$ cat config.mk
export PLATFORM = sky130hd
export DESIGN_NAME = display_scan_ctrl
export DESIGN_NICKNAME = d
export VERILOG_FILES = /design/src/rtl/disp_pkg.sv /design/src/rtl/display_scan_ctrl_scan_timer.sv /design/src/rtl/display_scan_ctrl.sv
export SDC_FILE = /design/constraint.sdc
export NUM_CORES = 1
export LEC_CHECK = 0
export BUFFER_PORTS_ARGS = -buffer_cell sky130_fd_sc_hd__buf_2
export CAP_MARGIN = 0
export CORE_MARGIN = 4
export CORE_UTILIZATION = 49
export CTS_CLUSTER_DIAMETER = 40
export DETAILED_ROUTE_END_ITERATION = 12
export GPL_TIMING_DRIVEN = 0
export HOLD_SLACK_MARGIN = 0.03
export PLACE_DENSITY = 0.74
export SYNTH_ARGS = -nofsm -noshare
export SYNTH_HDL_FRONTEND = slang
export SYNTH_SLANG_ARGS = --single-unit
$ cat constraint.sdc
create_clock -name clk -period 1.7 [get_ports clk]
set_input_delay 0.085 -clock clk [delete_from_list [all_inputs] [get_ports clk]]
set_output_delay 0.085 -clock clk [all_outputs]
set_load 0.01 [all_outputs]
$ cat src/rtl/disp_pkg.sv
// Shared constants, state encoding and helpers for the 7-segment scan controller.
// The optional DISP_BRIGHT_EN build adds PWM dimming inside display_scan_ctrl.
package disp_pkg;

  localparam int unsigned NUM_DIGITS = 4;
  localparam int unsigned SEG_W      = 7;
  localparam int unsigned SEL_W      = 2;

  localparam logic [SEG_W-1:0]      SEG_OFF = 7'h7F;
  localparam logic [NUM_DIGITS-1:0] AN_OFF  = '1;

  typedef enum logic [1:0] {
    IDLE,
    BLANK,
    DRIVE
  } state_t;

  // Width that holds N-1 for the longer of the two intervals.
  function automatic int unsigned timer_width(int unsigned a, int unsigned b);
    int unsigned m;
    m = (a > b) ? a : b;
    return (m > 1) ? $clog2(m) : 1;
  endfunction

  // Active-low one-cold anode pattern for a digit index.
  function automatic logic [NUM_DIGITS-1:0] anode_sel(logic [SEL_W-1:0] idx);
    logic [NUM_DIGITS-1:0] a;
    a      = '1;
    a[idx] = 1'b0;
    return a;
  endfunction

endpackage

$ cat src/rtl/display_scan_ctrl_scan_timer.sv
// Loadable down-counter shared by the BLANK and DRIVE intervals; terminal is
// high while the count sits at zero, so a load of N-1 yields an N-cycle interval.
module scan_timer #(
  parameter int unsigned W = 4
) (
  input  logic         clk,
  input  logic         reset,
  input  logic         clear,
  input  logic         load,
  input  logic [W-1:0] load_val,
  output logic [W-1:0] count,
  output logic         terminal
);

  always_ff @(posedge clk) begin
    if (reset || clear) begin
      count <= '0;
    end else if (load) begin
      count <= load_val;
    end else if (count != '0) begin
      count <= count - W'(1);
    end
  end

  assign terminal = (count == '0);

endmodule

$ cat src/rtl/display_scan_ctrl.sv
// Multiplexes four latched 7-segment words onto one cathode bus with blanking gaps.
// Define DISP_BRIGHT_EN to add the 3-bit bright input (8-slice anode PWM in DRIVE).
module display_scan_ctrl
  import disp_pkg::*;
#(
  parameter int unsigned DIGIT_TICKS = 100000,
  parameter int unsigned BLANK_TICKS = 1000
) (
  input  logic                        clk,
  input  logic                        reset,
  input  logic                        enable,
  input  logic [NUM_DIGITS*SEG_W-1:0] display,
`ifdef DISP_BRIGHT_EN
  input  logic [2:0]                  bright,
`endif
  output logic [SEG_W-1:0]            seg,
  output logic [NUM_DIGITS-1:0]       an,
  output logic [SEL_W-1:0]            digit_sel,
  output logic                        frame_done
);

  localparam int unsigned TW = timer_width(DIGIT_TICKS, BLANK_TICKS);
  localparam logic [TW-1:0] DRIVE_LOAD = TW'(DIGIT_TICKS - 1);
  localparam logic [TW-1:0] BLANK_LOAD = TW'(BLANK_TICKS - 1);

  state_t                             state;
  logic [NUM_DIGITS-1:0][SEG_W-1:0]   frame;
  logic [TW-1:0]                      count;
  logic [TW-1:0]                      load_val;
  logic                               terminal;
  logic                               load;
  logic                               clear;
  logic                               drive_on;

  scan_timer #(
    .W (TW)
  ) u_timer (
    .clk      (clk),
    .reset    (reset),
    .clear    (clear),
    .load     (load),
    .load_val (load_val),
    .count    (count),
    .terminal (terminal)
  );

  // Reload on every state entry: IDLE->BLANK, BLANK->DRIVE, DRIVE->BLANK.
  always_comb begin
    clear    = !enable;
    load     = (state == IDLE) || terminal;
    load_val = (state == BLANK) ? DRIVE_LOAD : BLANK_LOAD;
  end

`ifdef DISP_BRIGHT_EN
  // Elapsed = DIGIT_TICKS-1-count; anode on while elapsed < (bright+1) slices.
  always_comb begin
    drive_on = 1'b0;
    if (int'(count) > int'(DIGIT_TICKS - 1)
                      - (int'(bright) + 1) * int'(DIGIT_TICKS / 8)) begin
      drive_on = 1'b1;
    end
  end
`else
  always_comb begin
    drive_on = 1'b1;
  end
`endif

  always_ff @(posedge clk) begin
    if (reset || !enable) begin
      state      <= IDLE;
      digit_sel  <= '0;
      frame      <= {NUM_DIGITS{SEG_OFF}};
      an         <= AN_OFF;
      seg        <= SEG_OFF;
      frame_done <= 1'b0;
    end else begin
      frame_done <= 1'b0;

      // Outputs follow the current state, one cycle behind each transition.
      if (state == DRIVE) begin
        an  <= drive_on ? anode_sel(digit_sel) : AN_OFF;
        seg <= frame[digit_sel];
      end else begin
        an  <= AN_OFF;
        seg <= SEG_OFF;
      end

      case (state)
        IDLE: begin
          state     <= BLANK;
          digit_sel <= '0;
          frame     <= display;
        end
        BLANK: begin
          if (terminal) begin
            state <= DRIVE;
          end
        end
        DRIVE: begin
          if (terminal) begin
            state     <= BLANK;
            digit_sel <= digit_sel + SEL_W'(1);
            if (digit_sel == SEL_W'(NUM_DIGITS - 1)) begin
              frame_done <= 1'b1;
              frame      <= display;
            end
          end
        end
        default: begin
          state <= IDLE;
        end
      endcase
    end
  end

  a_idle_timer_zero : assert property (
    @(posedge clk) disable iff (reset) (state == IDLE) |-> (count == '0)
  );

  a_one_anode : assert property (
    @(posedge clk) disable iff (reset) $onehot0(~an)
  );

endmodule
### After elaboration in Yosys (flattened, before gate mapping)

Index checks and enable logic that the tools add are counted.

| word-level totals | value |
|---|---|
| input bits | 31 |
| register bits | 61 |
| output and inout port bits | 14 |
| logic and storage cells | 53 |

| operators by class | value |
|---|---|
| reduce and logical (&&, ||, !) cells | 14 |
| bitwise gates (word level) | 3 |
| muxes and demuxes | 16 |
| add/sub/neg operators | 2 |
| order comparisons | 2 |
| equal/unequal tests | 6 |

Operators with widths:

| operator | number |
|---|---|
| $mux W28 | 2 |
| $pmux W28 S2 | 1 |
| $mux W17 | 3 |
| $logic_not A17 Y1 | 1 |
| $reduce_bool A17 Y1 | 1 |
| $sub A17 B1 Y17 const B | 1 |
| $bmux W7 S2 | 1 |
| $mux W7 | 1 |
| $mux W2 | 3 |
| $pmux W2 S3 | 1 |
| $eq A2 B2 Y1 const B | 2 |
| $ne A2 B2 Y1 const B | 2 |
| $not A4 Y4 | 1 |
| $pmux W2 S2 | 1 |
| $reduce_and A2 Y1 | 2 |
| $reduce_bool A2 Y1 | 2 |
| $lt A2 B3 Y1 const B | 1 |
| $reduce_and A3 Y1 | 1 |
| $reduce_or A3 Y1 | 1 |
| $add A2 B1 Y2 const B | 1 |
| $demux W1 S2 | 1 |
| $eq A2 B1 Y1 const B | 1 |
| $ge A2 B1 Y1 const B | 1 |
| $logic_not A2 Y1 | 1 |
| 7 further kinds | 10 |

### Logic depth before layout (Yosys ltp)

| logic depth | value |
|---|---|
| word-level depth | 5 |
| depth in mapped cells | 9 |
| depth with buffers taken out | 7 |

### Cells and area by module

Synthesis repeated with hierarchy kept, for this count alone.

| unflattened totals | value |
|---|---|
| cell total of the unflattened synthesis | 296 |
| area total of the unflattened synthesis | 2686.3 um2 |

Modules (own cells, without submodules):

| module | cells an instance | seq. area each (um2) | area each (um2) | times used |
|---|---|---|---|---|
| display_scan_ctrl | 195 | 880.8 | 1821.7 | 1 |
| scan_timer | 101 | 340.3 | 864.6 | 1 |

### Least setup slack after synthesis

OpenSTA, ideal clock, no wires.

| path | value |
|---|---|
| path type | register to register |
| start | reg u_timer.count[0] |
| end | reg frame[0] (netlist name) |
| setup slack | -0.182 ns |
| required time | 1.563 ns |
| stages on the path, launching flop included | 9 |
| data arrival time | 1.746 ns |
| library setup time | 0.137 ns |
| buffers on the path | 1 |
| period minus slack after synthesis | 1.882 ns |
| path through | dfxtp_1 -> inv_1 -> ha_1 -> or4b_1 -> nor3b_2 -> a31oi_2 -> buf_6 -> nand2_1 -> nand3_1 |

| on the way | value |
|---|---|
| cells in the longest elaborated chain, start to end | 3 |

RTL lines:

| item | RTL line | text |
|---|---|---|
| from (decl) | display_scan_ctrl_scan_timer.sv:11 | `output logic [W-1:0] count,` |
| from (signal assigned) | display_scan_ctrl_scan_timer.sv:19 | `count <= load_val;` |
| from (signal assigned) | display_scan_ctrl_scan_timer.sv:21 | `count <= count - W'(1);` |
| $logic_not A17 Y1 | display_scan_ctrl_scan_timer.sv:25 | `assign terminal = (count == '0);` |
| $ne A2 B2 Y1 (no source line) | -- |  |
| $reduce_and A3 Y1 (no source line) | -- |  |
| to (signal assigned) | display_scan_ctrl.sv:73 | `frame <= {NUM_DIGITS{SEG_OFF}};` |
| to (signal assigned) | display_scan_ctrl.sv:93 | `frame <= display;` |
| to (signal assigned) | display_scan_ctrl.sv:106 | `frame <= display;` |
| to (decl) | display_scan_ctrl.sv:27 | `logic [NUM_DIGITS-1:0][SEG_W-1:0] frame;` |

No other way between the ends.
A chain may end at the register's enable or synchronous reset.

### Worst setup path after layout

| path | value |
|---|---|
| start | reg u_timer.count[1] |
| end | reg frame[12] (netlist name) |

The elaborated chain is that of the path after synthesis.

==> results.md <==
- Leak pwr: approximately 1.6 nW
- Psw: a little under 0.9 mW
- Die width: roughly 80 microns
- Cell taking the most area after synthesis: dfxtp_1
- Area share of xor/xnor cells in the synthesized design: 0.0482
- Setup violators final: 38
- H-tree Lvls: 3
- Worst Setup Start Kind: flop
- Post-synth top area share: 0.480
- Mapped Nets: 317
- Overall Global Routing Usage: 0.207
- First-pass GRT wire length: around 10 mm
- Die area: 6410 sq um
- Synthesis-to-finish area growth: 51.2%
- Post-Synthesis Cells: 280
- Initial Util: 0.522
- Total grt overflow: 0
- Post-Synth Adder-Cell Area: 0.0295
- Post-DP HPWL: 3.76 mm
- Avg Cell Area, Syn: between 9 and 10 sq um
- Ports: 45
- Crit path max fanout: 8
- CTS Root Cell: clkbuf_8
- Share of cells above drive strength 1: 0.456
- Asr flop ratio synth: 0
- Register area share after synthesis: 0.480
- DRT Wirelength: roughly 7.1 mm
- Overall Power: about 3.2 mW
- DIE HEIGHT: between 80 and 90 microns
- Clock Latency Late Sink: approximately 340 ps
- Via count: 2,422
- Port bufs: 44
- GPL Wtd Cong: just over 0.8
- Violations in the final reports: negative setup slack
- Final hold slack: around 220 ps
- FMAX: just over 500 MHz
- Critical R2R Launch: u_timer.count[1]
- Worst Tran Pin Value: just over 700 ps
- Tcrit/Tclk final: 1.17
- Gate power share: 0.196
- RSZ-0062 raised after global routing: yes
- Sequential power share: 0.481
- Slew HR: 0.518
- PD cells: roughly 830 nW/um^2
- DP Area: roughly 2900 sq um
- Clock power share: 0.323
- Clock buffer depth: 2
- First-pass iteration count of the detailed router: 4
- Main combinational cell family by area after synthesis: simple AND/OR/NAND/NOR gates
- Library cells used by synthesis: 33
- Largest net degree at the start of global routing: 11
- Status: finished with violations
- Final antenna-violating net count: 0
- Commonest cells in the synthesized netlist: 68 x nand2_1, 61 x dfxtp_1, 39 x nand3_1
- Sink Count: a little over 60
- Initial antenna violation count: 0
- Routed len/inst: ~16 microns
- Slew Viols, Final: 0
- Number of buffers created by CTS: 9
- Final Hold Viols: 0
- Vias in the first global route: ~2,200
- Max Clock Skew: approximately 7.5 ps
- Ys flop type: dfxtp_1
- Data required, critical path: roughly 1900 ps
- EDFF count, synth: 0
- Crit path kind: reg2reg
- Post-Route Utilization: 0.789
- VDD IR max: 0.708 mV
- Max Cap Viol: 0
- Vias per cell: around 5.3
- Largest cells by area after synthesis: dfxtp_1 48%, nand2_1 10%, nand3_1 7.7%, mux4_2 6.2%, a21oi_1 2.9%
- Mux cell area share after synthesis: 0.0619
- YS warnings: 0
- Crit end category: flop
- Sw Ratio: 0.278
- Layout fillers: 294
- Count leader, synth: nand2_1
- Simple-gate portion of the synthesized area: 0.280
- Synthesized flop and latch total: 61
- Initial DRC count: approximately 140
- Sum Neg Setup Slack: -8230 ps
- Final Cell Area: 3850 sq um
- CTS tree: built
- Area of the mapped netlist: about 2500 sq um
- Min Tclk post-route: 1990 ps
- # DRC: 0
- Worst setup startpoint: u_timer.count[1]
- Hold Path Origin: enable
- Setup slack after layout: -289 ps
- Compound-gate portion of the synthesized area: 0.0472
- Final #Nets: 420
- Hold Path Class: in2reg
- Core area: between 4000 and 5000 sq um
- Worst endpoint data arrival time: roughly 2200 ps
- Clk slew on worst S/H paths: 60 ps
- Row Count: 25
- Internal power: approximately 2.3 mW
==> cells in the final DEF (no fill, tap or decap), drive strengths merged, types with 2 or more instances in the layout <==
cell type    netlist  final
nand4b             2      2
nor4               4      4
dfxtp             61     61
inv                5      5
dlygate4sd3        0     28
xnor2              6      6
nor2b              2      2
clkbuf            10     20
xor2               8      8
ha                 6      6
mux4               7      7
nand4              2      2
or3                2      2
nor3               4      4
a21oi             15     15
nand3             39     39
nor2              11     11
buf                6     71
nand2             68     68
nor3b              3      3
clkinv             0      3
nand2b             9      9
==> metrics by stage <==
stage	worst slack (ps)	std cells
after floorplan	-103	280
after global placement	-267	391
after detailed placement	-265	391
after CTS	-233	444
after global routing	-375	453
final	-289	454
==> per-layer routing <==
metal	vias up	track usage	part of all wire	wire, microns
li1	1153	-	-	-
met1	1147	0.253	0.40	2790
met2	99	0.339	0.51	3580
met3	23	0.0415	0.069	484
met4	0	0.113	0.029	204
met5	-	0	0	0
==> final timing paths <==
| kind | end | slack [ps] | depth (start not counted) |
|---|---|---|---|
| max reg2reg | frame[12] | -290 | 8 |
| min reg2reg | frame[27] | 470 | 2 |
| max | frame[12] | -290 | 8 |
| min | u_timer.count[12] | 220 | 4 |
==> critical path, cell delays in order (launching register included) <==
cell	delay [ps]
dfxtp_2	320
inv_2	70
ha_4	130
or4b_4	470
nor3b_4	270
a31oi_4	220
buf_6	200
nand2_2	60
nand3_2	80
==> sequential cells by signal, summed over array words and instances (netlist names) <==
name,count
an,4
digit_sel,2
frame,28
frame_done,1
seg,7
state,2
u_timer.count,17
==> what timing repair did <==
item / CTS / global route
endpoints found under the hold margin: 28 / 0
setup buffers: 10 / 7
setup endpoints to repair: 56 / 51
hold buffers: 28 / 0
pin swaps: 8 / 31
resized for setup: 21 / 79
gates cloned: 1 / 2
==> power by group through the flow <==
| stage | registers [mW] | clock network, mW | logic [mW] |
|---|---|---|---|
| floorplan | 1.54 | 0 | 0.283 |
| detailed placement | 1.55 | 0 | 0.372 |
| finish | 1.53 | 1.03 | 0.625 |
| global placement | 1.55 | 0 | 0.366 |
| global route | 1.54 | 1.12 | 0.673 |
| CTS | 1.52 | 1.04 | 0.485 |
==> cells by family (layout without fill, tap and decap cells) <==
group / count (synthesis) / in the layout
compound gates: 20 / 20
mux: 7 / 7
other cells: 0 / 1
flops: 61 / 61
buf+inv: 21 / 127
simple gates: 151 / 151
fa+ha+maj: 6 / 6
xor+xnor: 14 / 14
==> cell type report <==
class	instances	area, sq um	area share
clock buffer	11	131	0.0341
multi-input combinational	198	1560	0.406
inverter	5	18.8	0.00488
timing repair buffer	92	677	0.176
tap	67	83.8	0.0218
antenna	1	2.50	0.000650
sequential	61	1220	0.318
clock inverter	3	15.0	0.00390
buffer	16	134	0.0348
Power figures use the tool's default switching activity.
